## config.mk

```make
export PLATFORM = sky130hd
export DESIGN_NAME = mem_access
export DESIGN_NICKNAME = d
export VERILOG_FILES = /design/src/rtl/mem_access.sv
export SDC_FILE = /design/constraint.sdc
export NUM_CORES = 1
export LEC_CHECK = 0
export ABC_AREA = 0
export BUFFER_PORTS_ARGS = -buffer_cell sky130_fd_sc_hd__clkbuf_2
export CAP_MARGIN = 0
export CORE_MARGIN = 2
export CORE_UTILIZATION = 58
export DETAILED_ROUTE_END_ITERATION = 6
export PLACE_DENSITY_LB_ADDON = 0.05
export SKIP_LAST_GASP = 1
export SLEW_MARGIN = 15
export SYNTH_ARGS = -nofsm -noshare
export SYNTH_HDL_FRONTEND = slang
export SYNTH_SLANG_ARGS = --single-unit
```

## constraint.sdc

```tcl
create_clock -name clk -period 6.2 [get_ports clk]
set_input_delay 0.62 -clock clk [delete_from_list [all_inputs] [get_ports clk]]
set_output_delay 0.62 -clock clk [all_outputs]
set_load 0.05 [all_outputs]
```

## src/rtl/mem_access.sv

```systemverilog
// Byte-serial load/store stage over a 1-cycle-latency byte RAM. Results take 1 (NONE), n+1 (store) or n+2 (load) cycles.
// ready_o is high only when idle and stall_req_o holds upstream; valid_i while busy is dropped.
module mem_access #(
  parameter int unsigned RAM_LAT = 1
) (
  input  logic        clk,
  input  logic        rst,
  input  logic        valid_i,
  output logic        ready_o,
  input  logic [4:0]  wd_i,
  input  logic        wreg_i,
  input  logic [31:0] wdata_i,
  input  logic [3:0]  mem_op_i,
  input  logic [31:0] mem_addr_i,
  input  logic [31:0] mem_wdata_i,
  input  logic        flush_i,
  output logic [31:0] ram_addr_o,
  output logic        ram_wr_o,
  output logic [7:0]  ram_dout_o,
  input  logic [7:0]  ram_din_i,
  output logic        valid_o,
  output logic [4:0]  wd_o,
  output logic        wreg_o,
  output logic [31:0] wdata_o,
  output logic        stall_req_o
);

  localparam logic [3:0] OP_LB = 4'd1, OP_LH = 4'd2, OP_LW = 4'd3, OP_LBU = 4'd4,
                         OP_LHU = 4'd5, OP_SB = 4'd6, OP_SH = 4'd7, OP_SW = 4'd8;

  typedef enum logic [1:0] {IDLE, LOAD, WAIT, STORE} state_t;

  typedef struct packed {
    logic [4:0]  wd;
    logic        wreg;
    logic [3:0]  op;
    logic [31:0] sdata;
  } req_t;

  function automatic logic [2:0] op_bytes(input logic [3:0] op);
    case (op)
      OP_LB, OP_LBU, OP_SB: op_bytes = 3'd1;
      OP_LH, OP_LHU, OP_SH: op_bytes = 3'd2;
      OP_LW, OP_SW:         op_bytes = 3'd4;
      default:              op_bytes = 3'd0;
    endcase
  endfunction

  function automatic logic is_load(input logic [3:0] op);
    is_load = (op >= OP_LB) && (op <= OP_LHU);
  endfunction

  function automatic logic is_store(input logic [3:0] op);
    is_store = (op >= OP_SB) && (op <= OP_SW);
  endfunction

  state_t      state_q, state_d;
  req_t        req_q;
  logic [2:0]  cnt_q;
  logic [31:0] ldata_q, ldata_nx, ld_result;
  logic [2:0]  n_q;
  logic        last, accept, sample;
  logic [1:0]  rd_idx;

  assign ready_o     = (state_q == IDLE);
  assign stall_req_o = (state_q != IDLE);
  assign accept      = valid_i && ready_o && !flush_i;
  assign n_q         = op_bytes(req_q.op);
  assign last        = (cnt_q == n_q - 3'd1);
  assign ram_wr_o    = (state_q == STORE);
  assign ram_dout_o  = ram_wr_o ? req_q.sdata[{cnt_q[1:0], 3'b000} +: 8] : 8'h00;

  // Read data trails the address counter by the RAM latency; WAIT catches the final byte.
  assign sample = ((state_q == LOAD) || (state_q == WAIT)) && (cnt_q >= 3'(RAM_LAT));
  assign rd_idx = 2'(cnt_q - 3'(RAM_LAT));

  always_comb begin
    ldata_nx = ldata_q;
    if (sample) ldata_nx[{rd_idx, 3'b000} +: 8] = ram_din_i;
  end

  always_comb begin
    case (req_q.op)
      OP_LB:   ld_result = {{24{ldata_nx[7]}}, ldata_nx[7:0]};
      OP_LH:   ld_result = {{16{ldata_nx[15]}}, ldata_nx[15:0]};
      OP_LBU:  ld_result = {24'd0, ldata_nx[7:0]};
      OP_LHU:  ld_result = {16'd0, ldata_nx[15:0]};
      default: ld_result = ldata_nx;
    endcase
  end

  always_comb begin
    state_d = state_q;
    case (state_q)
      IDLE: begin
        if (accept) begin
          if (is_load(mem_op_i))       state_d = LOAD;
          else if (is_store(mem_op_i)) state_d = STORE;
        end
      end
      LOAD: begin
        if (flush_i)   state_d = IDLE;
        else if (last) state_d = WAIT;
      end
      WAIT:    state_d = IDLE;
      STORE:   if (last) state_d = IDLE;
      default: state_d = IDLE;
    endcase
  end

  always_ff @(posedge clk or negedge rst) begin
    if (!rst) begin
      state_q    <= IDLE;
      req_q      <= '0;
      cnt_q      <= 3'd0;
      ldata_q    <= 32'd0;
      ram_addr_o <= 32'd0;
      valid_o    <= 1'b0;
      wd_o       <= 5'd0;
      wreg_o     <= 1'b0;
      wdata_o    <= 32'd0;
    end else begin
      state_q <= state_d;
      valid_o <= 1'b0;
      wd_o    <= 5'd0;
      wreg_o  <= 1'b0;
      wdata_o <= 32'd0;
      case (state_q)
        IDLE: begin
          if (accept) begin
            req_q   <= '{wd: wd_i, wreg: wreg_i, op: mem_op_i, sdata: mem_wdata_i};
            cnt_q   <= 3'd0;
            ldata_q <= 32'd0;
            if (is_load(mem_op_i) || is_store(mem_op_i)) begin
              ram_addr_o <= mem_addr_i;
            end else begin
              valid_o <= 1'b1;
              wd_o    <= wd_i;
              wreg_o  <= wreg_i;
              wdata_o <= wdata_i;
            end
          end
        end
        LOAD: begin
          if (!flush_i) begin
            ldata_q <= ldata_nx;
            cnt_q   <= cnt_q + 3'd1;
            if (!last) ram_addr_o <= ram_addr_o + 32'd1;
          end
        end
        WAIT: begin
          if (!flush_i) begin
            valid_o <= 1'b1;
            wd_o    <= req_q.wd;
            wreg_o  <= req_q.wreg;
            wdata_o <= ld_result;
          end
        end
        STORE: begin
          // Flush is deliberately ignored so memory is never left half-written.
          cnt_q <= cnt_q + 3'd1;
          if (last) begin
            valid_o <= 1'b1;
            wd_o    <= req_q.wd;
          end else begin
            ram_addr_o <= ram_addr_o + 32'd1;
          end
        end
        default: ;
      endcase
    end
  end

endmodule
```

==> impl_metrics.json, run 1 <==
{
  "power_density_nw_per_um2": 541,
  "hpwl_after_detailed_placement_um": 14500,
  "synth_nets": 1022,
  "io_pins": 200,
  "synth_cells": 891,
  "clk_path_buf_depth": 2,
  "row_count": 43,
  "yosys_register_bits": 150,
  "r2r_end": "ram_addr_o[1]$_DFFE_PN0P_",
  "routedWlPerCell_um": 17.1,
  "worst_pin_slew_ns": 1.02,
  "finClkSkew_ns": 0.00777,
  "core_box_area_um2": 13800,
  "result_of_the_run": "finished, final reports clean",
  "fp.dieW_um": 122,
  "layout-area-overhead-vs-synth_pct": 19.1,
  "post_cts.resized_instances": 0,
  "ys.warnings.count": 0,
  "drv_cap": 0,
  "worstSkewPairLatency_ns": 0.43,
  "reg2reg_setup_slack_ns": 2.91,
  "cts_tree": "yes",
  "mostFrequentLayoutCells": "nand2_1, clkbuf_2, dfrtp_1, nor2_1, o21ai_0",
  "clock-sinks": 150,
  "antenna_cells": 0,
  "synth_top_cell_area_share_pct": 46.2,
  "cts.clk_slew.worst_paths_ns": 0.06,
  "grt_setup_unrepaired": "false",
  "globalRouteOverflowTotal": 0,
  "first_pass_grt_wire_length_um": 34400,
  "r2r.worst_path.cells": 7,
  "place.gp.congestion": 0.846,
  "setup-tns-final_ns": 0,
  "total_leakage_power_nw": 4.75,
  "ys_seq_area_share_pct": 46.2,
  "synth_area_per_cell_um2": 9.11,
  "detail_route.wirelength_um": 21300,
  "slew_violations": 0,
  "die_area_um2": 15000,
  "cts_htree_levels": 4,
  "timing.hold.worst.class": "in2async",
  "async_reset_ff_share_pct": 100,
  "drt_first_pass_iters": 5,
  "timing.critical_path.arrival_ns": 3.60,
  "worst_hold_slack_ns": 0.270,
  "ir_worst_vdd_mv": 0.334,
  "drt_drc_violations_left": 0,
  "cts_made_buffers": 17,
  "n_fill_cell": 1124,
  "dr_total_vias": 7392,
  "endpoint_kind": "register",
  "grt_start_max_net_pins": 92,
  "crit_path_start": "state_q[0]$_DFFE_PN0P_",
  "post-route-min-period_ns": 3.29,
  "starting_density_pct": 58.9,
  "die_h_um": 122,
  "cp_max_fo": 21,
  "detail-route-antenna-nets": 0,
  "worst_r2r_startpoint": "state_q[0]$_DFFE_PN0P_",
  "max_clock_freq_ghz": 0.304,
  "most_used_dff_post_synth": "dfrtp_1",
  "synth_area_leader_cell": "dfrtp_1",
  "setup_viol_count_final": 0,
  "clock-root-buffer": "clkbuf_16",
  "syn_area_um2": 8120,
  "buffers_inserted_during_post_cts_setup_optimization": 0,
  "finalHoldViolations": 0,
  "fin_nets": 1181,
  "grt_use_total_pct": 29.5,
  "synth_cell_type_count": 69,
  "port-buffer-count": 199,
  "required_ns": 6.51,
  "slew-limit-headroom_pct": 31.1,
  "initial_antenna_violation_count": 0,
  "via_count_of_the_first_global_routing_pass": 6923,
  "avgViaCountPerCell": 5.95,
  "drt_first_iter_violations": 667,
  "critical_path_class": "reg2reg",
  "final_layout_size_suffix_gt1_share_pct": 25.7,
  "final.period_utilization_pct": 53.1,
  "timing.critical_path.from_type": "register",
  "layout.cells.most_common": "nand2_1",
  "synth_edf_count": 0,
  "hold_bufs_inserted_after_cts": 0,
  "ys_top_cells_by_area": "dfrtp_1, nand2_1, o21ai_0, nor2_1, a22o_1"
}
==> state kept, by name, summed over array words and instances (netlist names) <==
signal and flops:
req_q 42, ldata_q 32, ram_addr_o 32, wdata_o 32
wd_o 5, cnt_q 3, state_q 2, valid_o 1
wreg_o 1
==> area by class of cell <==
type | instances | area (um2) | area share [%]
Clock buffer | 21 | 460 | 4.76
Clock inverter | 11 | 76.3 | 0.789
Inverter | 9 | 33.8 | 0.349
Multi-Input combinational cell | 665 | 4060 | 42.0
Sequential cell | 150 | 3750 | 38.8
Tap cell | 180 | 225 | 2.33
Timing Repair Buffer | 207 | 1060 | 11.0
==> how the worst max path moves through the flow <==
stage,to,slack (ns),cells after the start
3_5_place_dp,ram_addr_o[1]$_DFFE_PN0P_,2.96,7
5_1_grt,wdata_o[20]$_DFF_PN0_,2.61,7
4_1_cts,wdata_o[20]$_DFF_PN0_,2.97,7
3_3_place_gp,ram_addr_o[1]$_DFFE_PN0P_,3.03,8
6_report,ram_addr_o[1]$_DFFE_PN0P_,2.91,7
2_1_floorplan,wdata_o[16]$_DFF_PN0_,3.49,9
==> synthesized netlist by cell type, types with 6 or more instances <==
library cell / n
nand2_1: 217
buf_2: 12
o211ai_1: 7
buf_1: 8
a21o_1: 12
o21ai_0: 45
a21oi_1: 12
nand3_1: 24
inv_1: 9
a311oi_1: 11
a31oi_1: 6
nand2b_1: 13
nor4_1: 10
nor3_1: 16
mux4_2: 8
mux2i_1: 16
dfrtp_1: 150
a22o_1: 24
ha_1: 13
and2_1: 12
clkbuf_1: 43
mux2_2: 8
nand4_1: 14
a32o_1: 13
nor2b_1: 7
a22oi_1: 11
a211oi_1: 10
o31ai_1: 8
o22ai_1: 7
nor2_1: 57
==> per-stage QoR <==
| step | cell area (um2) | setup slack (ns) | power [mW] | utilization, % | std cells |
|---|---|---|---|---|---|
| 4_1_cts | 9670 | 2.97 | 5.23 | 70.2 | 1243 |
| 3_3_place_gp | 9130 | 3.03 | 4.25 | 66.3 | 1211 |
| 2_1_floorplan | 8120 | 3.49 | 3.67 | - | 891 |
| 3_5_place_dp | 9130 | 2.96 | 4.28 | 66.3 | 1211 |
| 6_report | 9670 | 2.91 | 5.23 | 70.2 | 1243 |
| 5_1_grt | 9670 | 2.61 | 5.58 | 70.2 | 1243 |
==> kinds of logic after synthesis <==
group,after synthesis,synth area share (%)
compound gates,207,18.8
xor+xnor,4,0.432
flops,150,46.2
simple gates,407,22.9
mux,34,5.58
fa+ha+maj,13,2.00
buf+inv,76,4.02
==> per-layer routing <==
metal | up-vias | share of wire [%] | GRT usage, %
met4 | 0 | 1.9 | 8.62
met1 | 3554 | 43 | 39.6
met5 | - | 0 | 0
li1 | 3519 | - | -
met2 | 285 | 49 | 48.0
met3 | 34 | 7.0 | 6.92
==> worst max-delay path: stages, from the launching register on <==
cell and delay (ns):
dfrtp_1 0.42, inv_1 0.12, ha_1 0.33, nor3_1 0.28, a21o_1 0.47, nand2_1 0.64, a21oi_2 0.56, mux2_1 0.36
==> report_power, final <==
group	switching (mW)	internal, mW
clock network	0.412	0.531
registers	0.321	1.30
logic	1.84	0.834
(Power assumes the default switching activity.)
==> run 2: changes to the inputs <==
CORE_UTILIZATION = 54   (was 58)
clock period = 3.3 ns   (was 6.2 ns; I/O delays follow)
==> impl_metrics.json, run 2 (synthesis results as in run 1) <==
{
  "result_of_the_run": "finished, final reports clean",
  "core_box_area_um2": 14600,
  "die_area_um2": 16000,
  "largest_register_ffs": 42,
  "clock-root-buffer": "clkbuf_16",
  "required_ns": 3.63,
  "drt_first_pass_iters": 7,
  "setup_viol_count_final": 0,
  "worst_hold_slack_ns": 0.0892,
  "max_clock_freq_ghz": 0.335,
  "post-route-min-period_ns": 2.99,
  "initial_antenna_violation_count": 0,
  "avgViaCountPerCell": 5.93,
  "grt_setup_unrepaired": "false",
  "cp_cell_sequence": "nor4b_1 > nor2_1 > ha_1 > xnor2_1 > nor4_1 > o22a_2 > buf_4 > o41a_1 > nor3_1",
  "p_int_mw": 5.38,
  "timing.hold.worst.class": "in2reg",
  "timing.critical_path.from_type": "register",
  "routedWlPerCell_um": 17.5,
  "slew-limit-headroom_pct": 55.1,
  "fp.dieW_um": 127,
  "cts_htree_levels": 4,
  "final.period_utilization_pct": 90.5,
  "endpoint_kind": "register",
  "layout.cells.most_common": "nand2_1",
  "slew_violations": 0,
  "layout-area-overhead-vs-synth_pct": 22.0,
  "dr_total_vias": 7497,
  "drt_drc_violations_left": 0,
  "power_density_nw_per_um2": 1040,
  "antenna_cells": 0,
  "clk_path_buf_depth": 2,
  "place.gp.congestion": 0.895,
  "worst_pin_slew_ns": 0.669,
  "clock-sinks": 150,
  "globalRouteOverflowTotal": 0,
  "post-route-util_pct": 67.9,
  "final_layout_size_suffix_gt1_share_pct": 26.8,
  "ir_worst_vdd_mv": 0.582,
  "first_pass_grt_wire_length_um": 36400,
  "largest-register": "req_q",
  "timing.critical_path.arrival_ns": 3.32,
  "finalPower_mw": 10.3,
  "cp_max_fo": 16,
  "cts_made_buffers": 17,
  "detail_route.wirelength_um": 22200,
  "worstSkewPairLatency_ns": 0.42,
  "io_pins": 200,
  "power.combinational.fraction_pct": 51.0,
  "die_h_um": 127,
  "row_count": 44,
  "starting_density_pct": 55.6,
  "clock_power_share_pct": 20.1,
  "mostFrequentLayoutCells": "nand2_1, clkbuf_2, dfrtp_1, nor2_1, o21ai_0",
  "detail-route-antenna-nets": 0,
  "total_leakage_power_nw": 4.87,
  "buffers_inserted_during_post_cts_setup_optimization": 0,
  "cts_tree": "yes",
  "finClkSkew_ns": 0.00711,
  "cts.clk_slew.worst_paths_ns": 0.06,
  "netSwitchingFraction_pct": 47.9,
  "drv_cap": 0,
  "finalHoldViolations": 0,
  "critical_path.max_stage_delay_ns": 0.48,
  "post_cts.resized_instances": 0,
  "critical_path.slowest_cell": "dfrtp_1",
  "seqPwrFrac_pct": 28.9,
  "drt_first_iter_violations": 597,
  "grt_start_max_net_pins": 68,
  "hpwl_after_detailed_placement_um": 15200,
  "via_count_of_the_first_global_routing_pass": 7388,
  "grt_use_total_pct": 28.2,
  "power.net_switching_mw": 4.95,
  "critical_path_class": "reg2reg",
  "setup-tns-final_ns": 0,
  "port-buffer-count": 199,
  "fin_nets": 1198
}
## run 2: layout make-up
| type | count | area, um2 |
|---|---|---|
| inverter | 9 | 33.8 |
| fill | 1224 | 4680 |
| timing repair buffer | 224 | 1200 |
| clock buffer | 19 | 433 |
| sequential | 150 | 3750 |
| tap | 184 | 230 |
| clock inverter | 13 | 194 |
| multi-input combinational | 665 | 4060 |
## run 2: final timing paths
check	start	to	slack [ns]	cells after the start
setup / recovery	req_q[34]$_DFFE_PN0P_	ram_addr_o[30]$_DFFE_PN0P_	0.31	9
hold / removal	mem_wdata_i[22]	req_q[22]$_DFFE_PN0P_	0.09	3
setup reg to reg	req_q[34]$_DFFE_PN0P_	ram_addr_o[30]$_DFFE_PN0P_	0.31	9
hold reg to reg	req_q[39]$_DFFE_PN0P_	req_q[39]$_DFFE_PN0P_	0.47	2
max in group asynchronous	rst	ram_addr_o[2]$_DFFE_PN0P_	2.08	3
min in group asynchronous	rst	wdata_o[5]$_DFF_PN0_	0.46	2
## run 2: repair_timing
item	CTS	global route
endpoints found under the setup margin	0	0
hold buffers	1	0
hold endpoints to repair	64	0
## run 2: stage by stage
stage / cell area [um2] / setup slack (ns) / cells
floorplan: 8120 / 0.585 / 891
global placement: 9270 / 0.438 / 1231
detailed placement: 9270 / 0.352 / 1231
CTS: 9910 / 0.280 / 1264
global route: 9910 / 0.147 / 1264
finish: 9910 / 0.315 / 1264
## run 2: power groups by stage
stage	logic [mW]	registers (mW)	clock network (mW)
CTS	5.26	2.98	2.10
finish	5.27	2.99	2.08
global route	5.74	3.08	2.19
detailed placement	5.23	2.99	0
global placement	5.16	3.00	0
floorplan	3.12	3.78	0
## run 2: per-layer routing
layer | share of wire [%] | routed length (um) | up-vias | global-route usage [%]
met5 | 0 | 0 | - | 0
met4 | 2.6 | 586 | 0 | 10.9
met3 | 6.6 | 1470 | 43 | 6.45
met2 | 48 | 10600 | 290 | 45.7
met1 | 43 | 9460 | 3601 | 37.2
li1 | - | - | 3563 | -
## run 2: worst max-delay path, delay by kind of cell (launching register included)
family,cells,cell delay (ns)
AND/OR/NAND/NOR,4,0.84
AO/OA/AOI/OAI,2,0.81
flip-flops,1,0.48
adder cells (fa/ha/maj),1,0.32
buffers and inverters,1,0.23
XOR/XNOR,1,0.22
==> run 3: changes to the inputs <==
RECOVER_POWER = 25   (was default)
==> impl_metrics.json, run 3 (synthesis results as in run 1) <==
{
  "drt_drc_violations_left": 0,
  "crit_path_start": "req_q[34]$_DFFE_PN0P_",
  "drt_first_iter_violations": 575,
  "finalHoldViolations": 0,
  "hpwl_after_detailed_placement_um": 15200,
  "mostFrequentLayoutCells": "nand2_1, clkbuf_2, dfrtp_1, nor2_1, o21ai_0",
  "grt_util_met1_pct": 37.2,
  "setup-tns-final_ns": 0,
  "detail-route-antenna-nets": 0,
  "use_met2_pct": 45.7,
  "dr_total_vias": 7548,
  "cts.clk_slew.worst_paths_ns": 0.06,
  "core_box_area_um2": 14600,
  "die_h_um": 127,
  "grt_util_met3_pct": 6.45,
  "ir_worst_vdd_mv": 0.582,
  "avgViaCountPerCell": 5.97,
  "starting_density_pct": 55.6,
  "fin_nets": 1198,
  "largest-register": "req_q",
  "drt_first_pass_iters": 5,
  "die_area_um2": 16000,
  "timing.hold.worst.start": "mem_wdata_i[22]",
  "fp.dieW_um": 127,
  "clock-sinks": 150,
  "cts_made_buffers": 17,
  "final-seq-area_um2": 3750,
  "critical_path_class": "reg2reg",
  "via_count_of_the_first_global_routing_pass": 7388,
  "multi_input_area_um2": 4060,
  "routedWlPerCell_um": 17.6,
  "initial_antenna_violation_count": 0,
  "required_ns": 3.63,
  "final.period_utilization_pct": 90.9,
  "antenna_cells": 0,
  "layout.cells.most_common": "nand2_1",
  "globalRouteOverflowTotal": 0,
  "clock-root-buffer": "clkbuf_16",
  "grt_start_max_net_pins": 68,
  "post-route-min-period_ns": 3.00,
  "largest_register_ffs": 42,
  "max_clock_freq_ghz": 0.333,
  "drv_cap": 1,
  "n_fill_cell": 1235,
  "place.gp.congestion": 0.895,
  "worst_pin_slew_ns": 1.63,
  "slew-limit-headroom_pct": -8.97,
  "row_count": 44,
  "finClkSkew_ns": 0.00770,
  "finalPower_mw": 10.3,
  "port-buffer-count": 199,
  "cp_max_fo": 16,
  "setup_viol_count_final": 0,
  "cts_tree": "yes",
  "worst_r2r_startpoint": "req_q[34]$_DFFE_PN0P_",
  "io_pins": 200,
  "grt_setup_unrepaired": "false",
  "layout-area-overhead-vs-synth_pct": 21.7,
  "power_density_nw_per_um2": 1050,
  "grt.busiest_layer": "met2",
  "failing_checks": "max-capacitance violations, max-slew violations",
  "grt_use_total_pct": 28.2,
  "cts_htree_levels": 4,
  "clk_path_buf_depth": 2,
  "slew_violations": 67,
  "timing.hold.worst.class": "in2reg",
  "first_pass_grt_wire_length_um": 36400,
  "endpoint_kind": "register",
  "total_leakage_power_nw": 4.85,
  "result_of_the_run": "complete, but fails checks",
  "worstSkewPairLatency_ns": 0.42,
  "timing.critical_path.arrival_ns": 3.33,
  "timing.critical_path.from_type": "register",
  "final_layout_size_suffix_gt1_share_pct": 26.2,
  "detail_route.wirelength_um": 22200
}
-- run 3: cell types whose count changed in the layout (fill, tap and decap cells not counted) --
| cell | previous run | this run |
|---|---|---|
| clkbuf_4 | 0 | 1 |
| clkbuf_2 | 198 | 194 |
| buf_4 | 23 | 22 |
| buf_12 | 1 | 0 |
| buf_6 | 1 | 0 |
| clkbuf_1 | 2 | 8 |
-- run 3: where the power goes --
part           switching [mW]  internal (mW)
clock network           0.802           1.28
logic                    3.60           1.66
registers               0.551           2.44
-- run 3: worst max-delay path, stage by stage (launching register included) --
cell,delay (ns)
dfrtp_1,0.48
nor4b_1,0.47
nor2_1,0.10
ha_1,0.32
xnor2_1,0.22
nor4_1,0.10
o22a_2,0.40
buf_4,0.23
o41a_1,0.41
nor3_1,0.19
-- run 3: metrics by stage --
| stage | instance area (um2) | worst slack [ns] | cells | hold slack [ns] | utilization, % |
|---|---|---|---|---|---|
| finish | 9880 | 0.300 | 1264 | 0.0884 | 67.7 |
| global route | 9880 | 0.147 | 1264 | 0.0870 | 67.7 |
| CTS | 9910 | 0.280 | 1264 | 0.0824 | 67.9 |
| detailed placement | 9270 | 0.352 | 1231 | 0.361 | 63.5 |
| global placement | 9270 | 0.438 | 1231 | 0.367 | 63.5 |
| floorplan | 8120 | 0.585 | 891 | 0.0344 | - |
-- run 3: repair_timing --
action | 4_1_cts | 5_1_grt
gates resized for setup | 0 | 0
hold buffers | 1 | 0
buffers inserted | 0 | 0
endpoints found under the hold margin | 64 | 0
-- run 3: per-layer routing --
layer	wire length, um	vias to the layer above
li1	-	3560
met5	0	-
met4	587	0
met3	1530	49
met2	10600	315
met1	9440	3624
-- run 3: path summary, 6_finish.rpt --
| kind | to | slack (ns) | cells past startpoint |
|---|---|---|---|
| max in group asynchronous | wdata_o[30]$_DFF_PN0_ | 0.65 | 3 |
| hold / removal | req_q[22]$_DFFE_PN0P_ | 0.09 | 3 |
| setup reg to reg | ram_addr_o[30]$_DFFE_PN0P_ | 0.30 | 9 |
| min in group asynchronous | wdata_o[5]$_DFF_PN0_ | 0.85 | 2 |
| hold reg to reg | req_q[39]$_DFFE_PN0P_ | 0.47 | 2 |
| setup / recovery | ram_addr_o[30]$_DFFE_PN0P_ | 0.30 | 9 |
-- run 3: final cells by class --
class                   count  share of cell area (%)
clock buffers              19                    4.38
clock inverters            13                    1.96
inverters                   9                   0.342
multi-input cells         665                    41.1
flip-flops and latches    150                    38.0
well taps                 184                    2.33
repair buffers            224                    11.9
